[src/rtl/dmrfy_pkg.sv]
// Shared types and constants for the dmrf_y load path.
package dmrfy_pkg;

    localparam int unsigned DMRFY_ADDR_W = 5;
    localparam int unsigned DMRFY_TILE_W = 8;

    // Must match the dmrf_y mode_sel encoding.
    localparam logic MODE_INT8 = 1'b0;
    localparam logic MODE_BF16 = 1'b1;

    typedef enum logic [1:0] {
        StIdle,
        StStream,
        StDrain
    } state_e;

    typedef struct packed {
        logic                    mode;
        logic [DMRFY_ADDR_W-1:0] depth;
        logic [DMRFY_TILE_W-1:0] num_tiles;
        logic                    first_sel;
    } cmd_t;

endpackage

[src/rtl/axis_route_slot.sv]
// Single-entry AXIS register slot carrying a destination bit; valid is demuxed to two ports.
module axis_route_slot #(
    parameter int unsigned Width = 256
) (
    input  logic             clk,
    input  logic             rst_n,
    input  logic             in_valid_i,
    output logic             in_ready_o,
    input  logic [Width-1:0] in_data_i,
    input  logic             in_dest_i,
    output logic [Width-1:0] out_data_o,
    output logic             out0_valid_o,
    input  logic             out0_ready_i,
    output logic             out1_valid_o,
    input  logic             out1_ready_i,
    output logic             out_hs_o
);

    logic             valid_q, valid_d;
    logic             dest_q;
    logic [Width-1:0] data_q;
    logic             load;

    always_comb begin
        out0_valid_o = valid_q & ~dest_q;
        out1_valid_o = valid_q & dest_q;
        out_hs_o     = (out0_valid_o & out0_ready_i) | (out1_valid_o & out1_ready_i);
        // Refill in the same cycle the held beat leaves, for full throughput.
        in_ready_o   = ~valid_q | out_hs_o;
        load         = in_valid_i & in_ready_o;
        valid_d      = valid_q;
        if (out_hs_o) valid_d = 1'b0;
        if (load)     valid_d = 1'b1;
    end

    always_ff @(posedge clk) begin
        if (!rst_n) valid_q <= 1'b0;
        else        valid_q <= valid_d;
    end

    always_ff @(posedge clk) begin
        if (load) begin
            data_q <= in_data_i;
            dest_q <= in_dest_i;
        end
    end

    assign out_data_o = data_q;

endmodule

[src/rtl/dmrfy_load_dispatcher.sv]
// Steers DMA beats to the two dmrf_y load ports per command: INT8 ping-pongs tiles, BF16 holds one
// destination. Accept-side counters route; done-side counters time the completion pulses.
module dmrfy_load_dispatcher
    import dmrfy_pkg::*;
#(
    parameter int unsigned AXIS_LOAD_DATA_WIDTH = 256,
    parameter int unsigned LOAD_ADDR_WIDTH      = DMRFY_ADDR_W,
    parameter int unsigned TILE_CNT_WIDTH       = DMRFY_TILE_W
) (
    input  logic                            clk,
    input  logic                            rst_n,
    input  logic                            cmd_valid,
    output logic                            cmd_ready,
    input  logic                            cmd_mode,
    input  logic [LOAD_ADDR_WIDTH-1:0]      cmd_depth,
    input  logic [TILE_CNT_WIDTH-1:0]       cmd_num_tiles,
    input  logic                            cmd_first_sel,
    input  logic [AXIS_LOAD_DATA_WIDTH-1:0] s_axis_tdata,
    input  logic                            s_axis_tvalid,
    output logic                            s_axis_tready,
    input  logic                            s_axis_tlast,
    output logic [AXIS_LOAD_DATA_WIDTH-1:0] m_axis_dmrfy0_tdata,
    output logic                            m_axis_dmrfy0_tvalid,
    input  logic                            m_axis_dmrfy0_tready,
    output logic [AXIS_LOAD_DATA_WIDTH-1:0] m_axis_dmrfy1_tdata,
    output logic                            m_axis_dmrfy1_tvalid,
    input  logic                            m_axis_dmrfy1_tready,
    output logic                            tile_done,
    output logic                            xfer_done,
    output logic                            tlast_err,
    output logic                            busy
);

    state_e                              state_q, state_d;
    cmd_t                                cmd_q, cmd_d;
    logic [LOAD_ADDR_WIDTH-1:0]          acc_beat_q, acc_beat_d, done_beat_q, done_beat_d;
    logic [TILE_CNT_WIDTH-1:0]           acc_tile_q, acc_tile_d, done_tile_q, done_tile_d;
    logic                                err_q, err_d;
    logic                                cmd_hs, in_valid, in_ready, accept, down_hs, cur_sel;
    logic                                acc_tile_end, acc_last, done_tile_end, done_last;
    logic [AXIS_LOAD_DATA_WIDTH-1:0]     slot_data;

    assign cmd_hs        = cmd_valid & cmd_ready;
    assign in_valid      = s_axis_tvalid & (state_q == StStream);
    assign accept        = in_valid & in_ready;
    assign acc_tile_end  = (acc_beat_q == cmd_q.depth);
    assign acc_last      = acc_tile_end & (acc_tile_q == cmd_q.num_tiles);
    assign done_tile_end = (done_beat_q == cmd_q.depth);
    assign done_last     = done_tile_end & (done_tile_q == cmd_q.num_tiles);
    // INT8 alternates BRAMs on odd tiles; BF16 stays on the commanded one.
    assign cur_sel = (cmd_q.mode == MODE_BF16) ? cmd_q.first_sel
                                               : cmd_q.first_sel ^ acc_tile_q[0];

    axis_route_slot #(
        .Width (AXIS_LOAD_DATA_WIDTH)
    ) u_slot (
        .clk          (clk),
        .rst_n        (rst_n),
        .in_valid_i   (in_valid),
        .in_ready_o   (in_ready),
        .in_data_i    (s_axis_tdata),
        .in_dest_i    (cur_sel),
        .out_data_o   (slot_data),
        .out0_valid_o (m_axis_dmrfy0_tvalid),
        .out0_ready_i (m_axis_dmrfy0_tready),
        .out1_valid_o (m_axis_dmrfy1_tvalid),
        .out1_ready_i (m_axis_dmrfy1_tready),
        .out_hs_o     (down_hs)
    );

    assign m_axis_dmrfy0_tdata = slot_data;
    assign m_axis_dmrfy1_tdata = slot_data;

    always_ff @(posedge clk) begin
        if (!rst_n) state_q <= StIdle;
        else        state_q <= state_d;
    end

    always_comb begin
        state_d = state_q;
        case (state_q)
            StIdle:   if (cmd_hs)             state_d = StStream;
            StStream: if (accept && acc_last) state_d = StDrain;
            StDrain:  if (down_hs)            state_d = StIdle;
            default:                          state_d = StIdle;
        endcase
    end

    always_comb begin
        cmd_ready     = (state_q == StIdle);
        s_axis_tready = (state_q == StStream) & in_ready;
        busy          = (state_q != StIdle);
        tile_done     = down_hs & done_tile_end;
        xfer_done     = down_hs & done_last;
        tlast_err     = err_q;
    end

    always_comb begin
        cmd_d       = cmd_q;
        acc_beat_d  = acc_beat_q;
        acc_tile_d  = acc_tile_q;
        done_beat_d = done_beat_q;
        done_tile_d = done_tile_q;
        err_d       = err_q;
        if (cmd_hs) begin
            cmd_d       = '{mode: cmd_mode, depth: cmd_depth, num_tiles: cmd_num_tiles,
                            first_sel: cmd_first_sel};
            acc_beat_d  = '0;
            acc_tile_d  = '0;
            done_beat_d = '0;
            done_tile_d = '0;
            err_d       = 1'b0;
        end else begin
            if (accept) begin
                if (s_axis_tlast != acc_last) err_d = 1'b1;
                if (acc_tile_end) begin
                    acc_beat_d = '0;
                    acc_tile_d = acc_tile_q + 1'b1;
                end else begin
                    acc_beat_d = acc_beat_q + 1'b1;
                end
            end
            if (down_hs) begin
                if (done_tile_end) begin
                    done_beat_d = '0;
                    done_tile_d = done_tile_q + 1'b1;
                end else begin
                    done_beat_d = done_beat_q + 1'b1;
                end
            end
        end
    end

    always_ff @(posedge clk) begin
        if (!rst_n) begin
            cmd_q       <= '0;
            acc_beat_q  <= '0;
            acc_tile_q  <= '0;
            done_beat_q <= '0;
            done_tile_q <= '0;
            err_q       <= 1'b0;
        end else begin
            cmd_q       <= cmd_d;
            acc_beat_q  <= acc_beat_d;
            acc_tile_q  <= acc_tile_d;
            done_beat_q <= done_beat_d;
            done_tile_q <= done_tile_d;
            err_q       <= err_d;
        end
    end

endmodule

[config.mk]
export PLATFORM = sky130hd
export DESIGN_NAME = dmrfy_load_dispatcher
export DESIGN_NICKNAME = d
export VERILOG_FILES = /design/src/rtl/dmrfy_pkg.sv /design/src/rtl/axis_route_slot.sv /design/src/rtl/dmrfy_load_dispatcher.sv
export SDC_FILE = /design/constraint.sdc
export NUM_CORES = 1
export LEC_CHECK = 0
export BUFFER_PORTS_ARGS = -buffer_cell sky130_fd_sc_hd__clkbuf_2
export CAP_MARGIN = 40
export CORE_AREA = 2 2 310 312
export CTS_BUF_LIST = sky130_fd_sc_hd__clkbuf_4
export CTS_CLUSTER_DIAMETER = 50
export CTS_CLUSTER_SIZE = 30
export DETAILED_ROUTE_END_ITERATION = 10
export DIE_AREA = 0 0 312 314
export RECOVER_POWER = 100
export SLEW_MARGIN = 40
export SYNTH_ARGS = -nofsm -noshare
export SYNTH_HDL_FRONTEND = slang
export SYNTH_SLANG_ARGS = --single-unit
[constraint.sdc]
create_clock -name clk -period 2.95 [get_ports clk]
set_input_delay 0.59 -clock clk [delete_from_list [all_inputs] [get_ports clk]]
set_output_delay 0.59 -clock clk [all_outputs]
set_load 0.005 [all_outputs]
# [After elaboration in Yosys (flattened, before gate mapping)]
# Index checks and enable logic that the tools add are counted.
[totals] ram_bits=0 regBits=302 mem_count=0 input_bits=278 mem_bits_ro=0 latch_bits=0 out_inout_bits=520
[classes] n_reduce_logical=9 n_mux=9 addsub=4 n_eq_ne=10 bitwise=18 div_mod_pow=0 magnitude_cmp=0 n_mul=0 shift=0
[ops] op="$add A8 B1 Y8 const B" n=2
[ops] op="$eq A8 B8 Y1" n=2
[ops] op="$and A1 B1 Y1" n=12
[ops] op="$add A5 B1 Y5 const B" n=2
[ops] op="$eq A5 B5 Y1" n=2
[ops] op="$mux W5" n=2
[ops] op="$mux W2" n=3
[ops] op="$pmux W2 S3" n=1
[ops] op="$reduce_and A2 Y1" n=3
[ops] op="$ne A2 B1 Y1 const B" n=2
[ops] op="$reduce_bool A2 Y1" n=2
[ops] op="$mux W1" n=3
[ops] op="$not A1 Y1" n=3
[ops] op="$reduce_and A3 Y1" n=1
[ops] op="$eq A2 B1 Y1 const B" n=1
[ops] op="$eq A2 B2 Y1 const B" n=1
[ops] op="$logic_not A2 Y1" n=1
[ops] op="$ne A2 B2 Y1 const B" n=1
[ops] op="$or A1 B1 Y1" n=2
[ops] op="$reduce_or A2 Y1" n=1
[ops] op="$logic_and A1 B1 Y1" n=1
[ops] op="$ne A1 B1 Y1" n=1
[ops] op="$xor A1 B1 Y1" n=1

# [Longest topological paths before layout]
[logic_depth] depth_word=9 mapped_depth=7 depth_no_buf=6

# [Modules after synthesis]
# A second synthesis with hierarchy kept.
[hier_totals] hier_cells=771 hier_area_um2=11872.6
[by_module_without_submodules] mod="axis_route_slot" area_each_um2=7796.2 instances=1 seq_area_each_um2=7737.4 cells_each=266
[by_module_without_submodules] mod="dmrfy_load_dispatcher" area_each_um2=4076.4 instances=1 seq_area_each_um2=880.8 cells_each=505

# [Least setup slack after synthesis]
# OpenSTA, ideal clock, no wires.
[synth_path] path_kind="input -> register" startpoint="in m_axis_dmrfy0_tready" endpoint="reg acc_tile_q[6]" stages=6 arrival_time_ps=2909 slack_ps=-77 cell_sequence="mux2_4 o211ai_4 inv_6 nand3_4 or3_1 mux2i_1"
[synth_between] elab_chain_cells=5
[synth_lines] item="start: declaration" line_no="dmrfy_load_dispatcher.sv:24" rtl="input logic m_axis_dmrfy0_tready,"
[synth_lines] item="$and A1 B1 Y1" line_no="axis_route_slot.sv:27" rtl="out_hs_o = (out0_valid_o & out0_ready_i) | (out1_valid_o & out1_ready_i);"
[synth_lines] item="$or A1 B1 Y1" line_no="axis_route_slot.sv:27"
[synth_lines] item="$or A1 B1 Y1" line_no="axis_route_slot.sv:29" rtl="in_ready_o = ~valid_q | out_hs_o;"
[synth_lines] item="$and A1 B1 Y1" line_no="dmrfy_load_dispatcher.sv:45" rtl="assign accept = in_valid & in_ready;"
[synth_lines] item="named net accept" line_no="dmrfy_load_dispatcher.sv:39" rtl="logic cmd_hs, in_valid, in_ready, accept, down_hs, cur_sel;"
[synth_lines] item="$reduce_and A2 Y1 (no source line)"
[synth_lines] item="end signal: assignment" line_no="dmrfy_load_dispatcher.sv:145" rtl="acc_tile_q <= acc_tile_d;"
[synth_lines] item="end: declaration" line_no="dmrfy_load_dispatcher.sv:37" rtl="logic [TILE_CNT_WIDTH-1:0] acc_tile_q, acc_tile_d, done_tile_q, done_tile_d;"
# The timed path passes the listed nets, and every way through them passes these cells.
# A chain may end at the register's enable or synchronous reset.

# [Final worst setup path]
[layout_path] startpoint="reg u_slot.dest_q" endpoint="out xfer_done"
[layout_between] elab_chain_cells=5 elab_cells_between_ends=7
[layout_lines] item="start: declaration" line_no="axis_route_slot.sv:20" rtl="logic dest_q;"
[layout_lines] item="start signal: assignment" line_no="axis_route_slot.sv:44" rtl="dest_q <= in_dest_i;"
[layout_lines] item="$not A1 Y1" line_no="axis_route_slot.sv:25" rtl="out0_valid_o = valid_q & ~dest_q;"
[layout_lines] item="$and A1 B1 Y1" line_no="axis_route_slot.sv:25"
[layout_lines] item="$and A1 B1 Y1" line_no="axis_route_slot.sv:27"
[layout_lines] item="$or A1 B1 Y1 *" line_no="axis_route_slot.sv:27"
[layout_lines] item="$and A1 B1 Y1 *" line_no="dmrfy_load_dispatcher.sv:94" rtl="xfer_done = down_hs & done_last;"
[layout_lines] item="end: declaration" line_no="dmrfy_load_dispatcher.sv:29" rtl="output logic xfer_done,"
# Every way passes the cells marked *; elsewhere a longest branch is shown, timed or not.

==> results.json <==
{
  "die_w_um": 312,
  "area_growth_pct": 60.5,
  "cp.required_ns": 2.36,
  "path_class": "reg2out",
  "finalNonFillerCells": 2943,
  "synthFlopType": "edfxtp_1",
  "cts_root_buffer": "clkbuf_4",
  "yosysTopAreaCell": "edfxtp_1",
  "switchingPower_mw": 2.68,
  "r2r-end": "u_slot.out_data_o[53]",
  "avgSynthCellArea_um2": 15.3,
  "status": "finished clean",
  "vias": 9303,
  "hold_end": "u_slot.valid_q",
  "synth_common_cells": "edfxtp_1 (257), buf_4 (256), nand2_1 (50)",
  "worstPathCellList": "mux2_4 -> nand4_4 -> nor4_4 -> buf_4 -> buf_6",
  "clk_pin_slew_worst_paths_ns": 0.16,
  "io_buffer_count": 797,
  "relSlewSlack_pct": 43.6,
  "dp.cells": 2582,
  "dr.pass1.iters": 5,
  "synth_area_um2": 11900,
  "seq_area_frac_synth_pct": 72.3,
  "hpwlAfterDp_um": 42900,
  "netlist_instances": 777,
  "post_synth_num_cell_types": 41,
  "syn-num-nets": 1059,
  "seqPwrFrac_pct": 53.7,
  "worstSetupStartpointType": "flop",
  "tightest_slew_ns": 0.845,
  "die_area_um2": 98000,
  "placed_area_um2": 15600,
  "ys_top_cells_by_area": "edfxtp_1 (65%), buf_4 (16%), dfxtp_1 (7.6%), xnor2_1 (1.8%), nand2_1 (1.6%)",
  "drive_gt1_share_pct": 50.9,
  "ff2ff_path_depth": 6,
  "grt-ovfl-total": 0,
  "finalHoldViolations": 0,
  "fin_nets": 1917,
  "cp_num_buf_inv": 2,
  "routabilityCongestion": 0.835,
  "wl_per_cell_um": 18.0,
  "clockBufferDepth": 3,
  "r2r_slack_ns": 0.43,
  "cts-htree-levels": 2,
  "die_h_um": 314,
  "worst_hold_path.num_cells": 3,
  "comb_power_share_pct": 14.1,
  "drt_iter0_drc": 585,
  "ys_ff_latch": 302,
  "finish.instance_area_um2": 19100,
  "clockPowerShare_pct": 32.2,
  "skew_ns": 0.0660,
  "rows": 113,
  "reg2reg_from": "u_slot.dest_q",
  "clock_latency_ns": 0.83,
  "fin_crit_sh_pct": 94.7,
  "pin_count": 798,
  "cp_data_arrival_time_ns": 2.20,
  "p_sw_share_pct": 28.1,
  "vias_per_cell": 3.16,
  "p_per_area_nw_per_um2": 498,
  "async_flop_share_pct": 0,
  "antenna_found_initial": 36,
  "end_kind": "primary output",
  "synth_top_cell_area_share_pct": 64.7,
  "drc": 0,
  "worstHoldPathType": "in2reg",
  "numCtsBuffers": 40,
  "fin_crit_ns": 2.79,
  "cts_tree": "yes",
  "internal-power_mw": 6.85,
  "ant_nets": 0,
  "core-area_um2": 94400,
  "crit_path_max_incr_delay_ns": 0.48,
  "p_leak_nw": 7.96,
  "synth_edf_count": 257,
  "setup_tns_ns": 0,
  "grt_pass1_vias": 9061,
  "path_max_fanout": 4,
  "finalMaxSlewViolations": 0,
  "vdd_drop_max_uv": 262,
  "rsz0062_at_grt": "true",
  "grt_pass1_wl_um": 69100,
  "hp-start": "s_axis_tvalid",
  "fmax_mhz": 358,
  "critPathSlowestCell": "edfxtp_1",
  "grt_start_max_net_pins": 119,
  "grtUsageTotal_pct": 10.1,
  "setup_viol": 0,
  "synth_warnings": 0,
  "maxCapViolations": 0,
  "clkSinkCount": 302,
  "crit_family": "flip-flops",
  "initial_core_util_pct": 12.6,
  "synth.most_common_cell": "edfxtp_1",
  "wl_um": 52800
}
power by group through the flow:
stage / sequential [mW] / combinational [mW] / clock (mW)
finish: 5.11 / 1.35 / 3.07
detailed placement: 5.20 / 1.01 / 0
global placement: 5.20 / 0.999 / 0
global route: 5.14 / 1.46 / 3.40
floorplan: 5.17 / 0.519 / 0
CTS: 5.11 / 1.37 / 3.26
per-layer routing:
| layer | up-vias | GRT usage (%) | wire (um) |
|---|---|---|---|
| met3 | 95 | 3.63 | 5000 |
| met1 | 4441 | 12.8 | 21800 |
| met4 | 16 | 3.10 | 1340 |
| met5 | - | 0 | 97 |
| met2 | 534 | 16.1 | 24600 |
| li1 | 4217 | - | - |
flip-flops by register name, summed over array words and instances, names as in the netlist:
name / count
u_slot.dest_q: 1
done_beat_q: 5
cmd_q: 15
done_tile_q: 8
acc_tile_q: 8
state_q: 2
u_slot.out_data_o: 256
u_slot.valid_q: 1
acc_beat_q: 5
tlast_err: 1
what timing repair did:
item	CTS	global route
cloned	0	0
endpoints found under the setup margin	2	2
hold buffers	274	0
setup buffers	2	0
hold endpoints to repair	273	0
gates resized for setup	10	7
pin swaps	3	0
worst max-delay path by stage:
stage                     slack [ns]  cells after the start                  from             to
after floorplan                 0.04                      6  m_axis_dmrfy0_tready  acc_tile_q[6]
after global placement          0.29                      6  m_axis_dmrfy0_tready      xfer_done
after detailed placement        0.30                      6  m_axis_dmrfy0_tready      xfer_done
after CTS                      -0.07                      5         u_slot.dest_q      xfer_done
after global routing           -0.10                      5         u_slot.dest_q      xfer_done
final                           0.16                      5         u_slot.dest_q      xfer_done
cell families after synthesis:
logic type / share of synthesized area (%)
AOI/OAI and AO/OA: 1.88
xor gates and xnor gates: 3.16
adders and majority gates: 0.420
buffers and inverters: 16.6
DFF: 72.3
muxes: 0.462
and+or+nand+nor: 5.14
layout make-up:
cell class	count	area [um^2]
Inverter	7	38.8
Antenna cell	13	32.5
Multi-Input combinational cell	204	1370
Sequential cell	302	8630
Fill cell	10300	75300
Tap cell	1265	1580
Timing Repair Buffer	1080	6780
Clock buffer	44	330
Clock inverter	28	377
placed cells by master, fill, tap and decap left out, drive strengths merged, types with 6 or more instances in the layout:
master       count
clkinv          14
inv             16
nand4           10
buf             10
nand3           10
xnor2           24
nand2           50
diode           13
a21oi            6
xor2            19
nor4             7
dfxtp           45
dlygate4sd3    274
a21boi          16
nor2            23
clkbuf         840
o21ai            6
edfxtp         257
worst min-delay path, delay by kind of cell:
| kind | cells | cell delay, ns |
|---|---|---|
| buf+inv | 1 | 0.11 |
| compound gates | 2 | 0.27 |
per-stage QoR:
step / util [%] / hold slack (ns) / power [mW] / worst slack [ns]
floorplan: - / 0.438 / 5.69 / 0.0416
global placement: 16.6 / 0.452 / 6.20 / 0.295
finish: 20.3 / 0.174 / 9.53 / 0.155
global route: 20.2 / 0.0522 / 9.99 / -0.103
detailed placement: 16.6 / 0.464 / 6.21 / 0.300
CTS: 20.3 / 0.00317 / 9.74 / -0.0728
(Power assumes the default switching activity.)
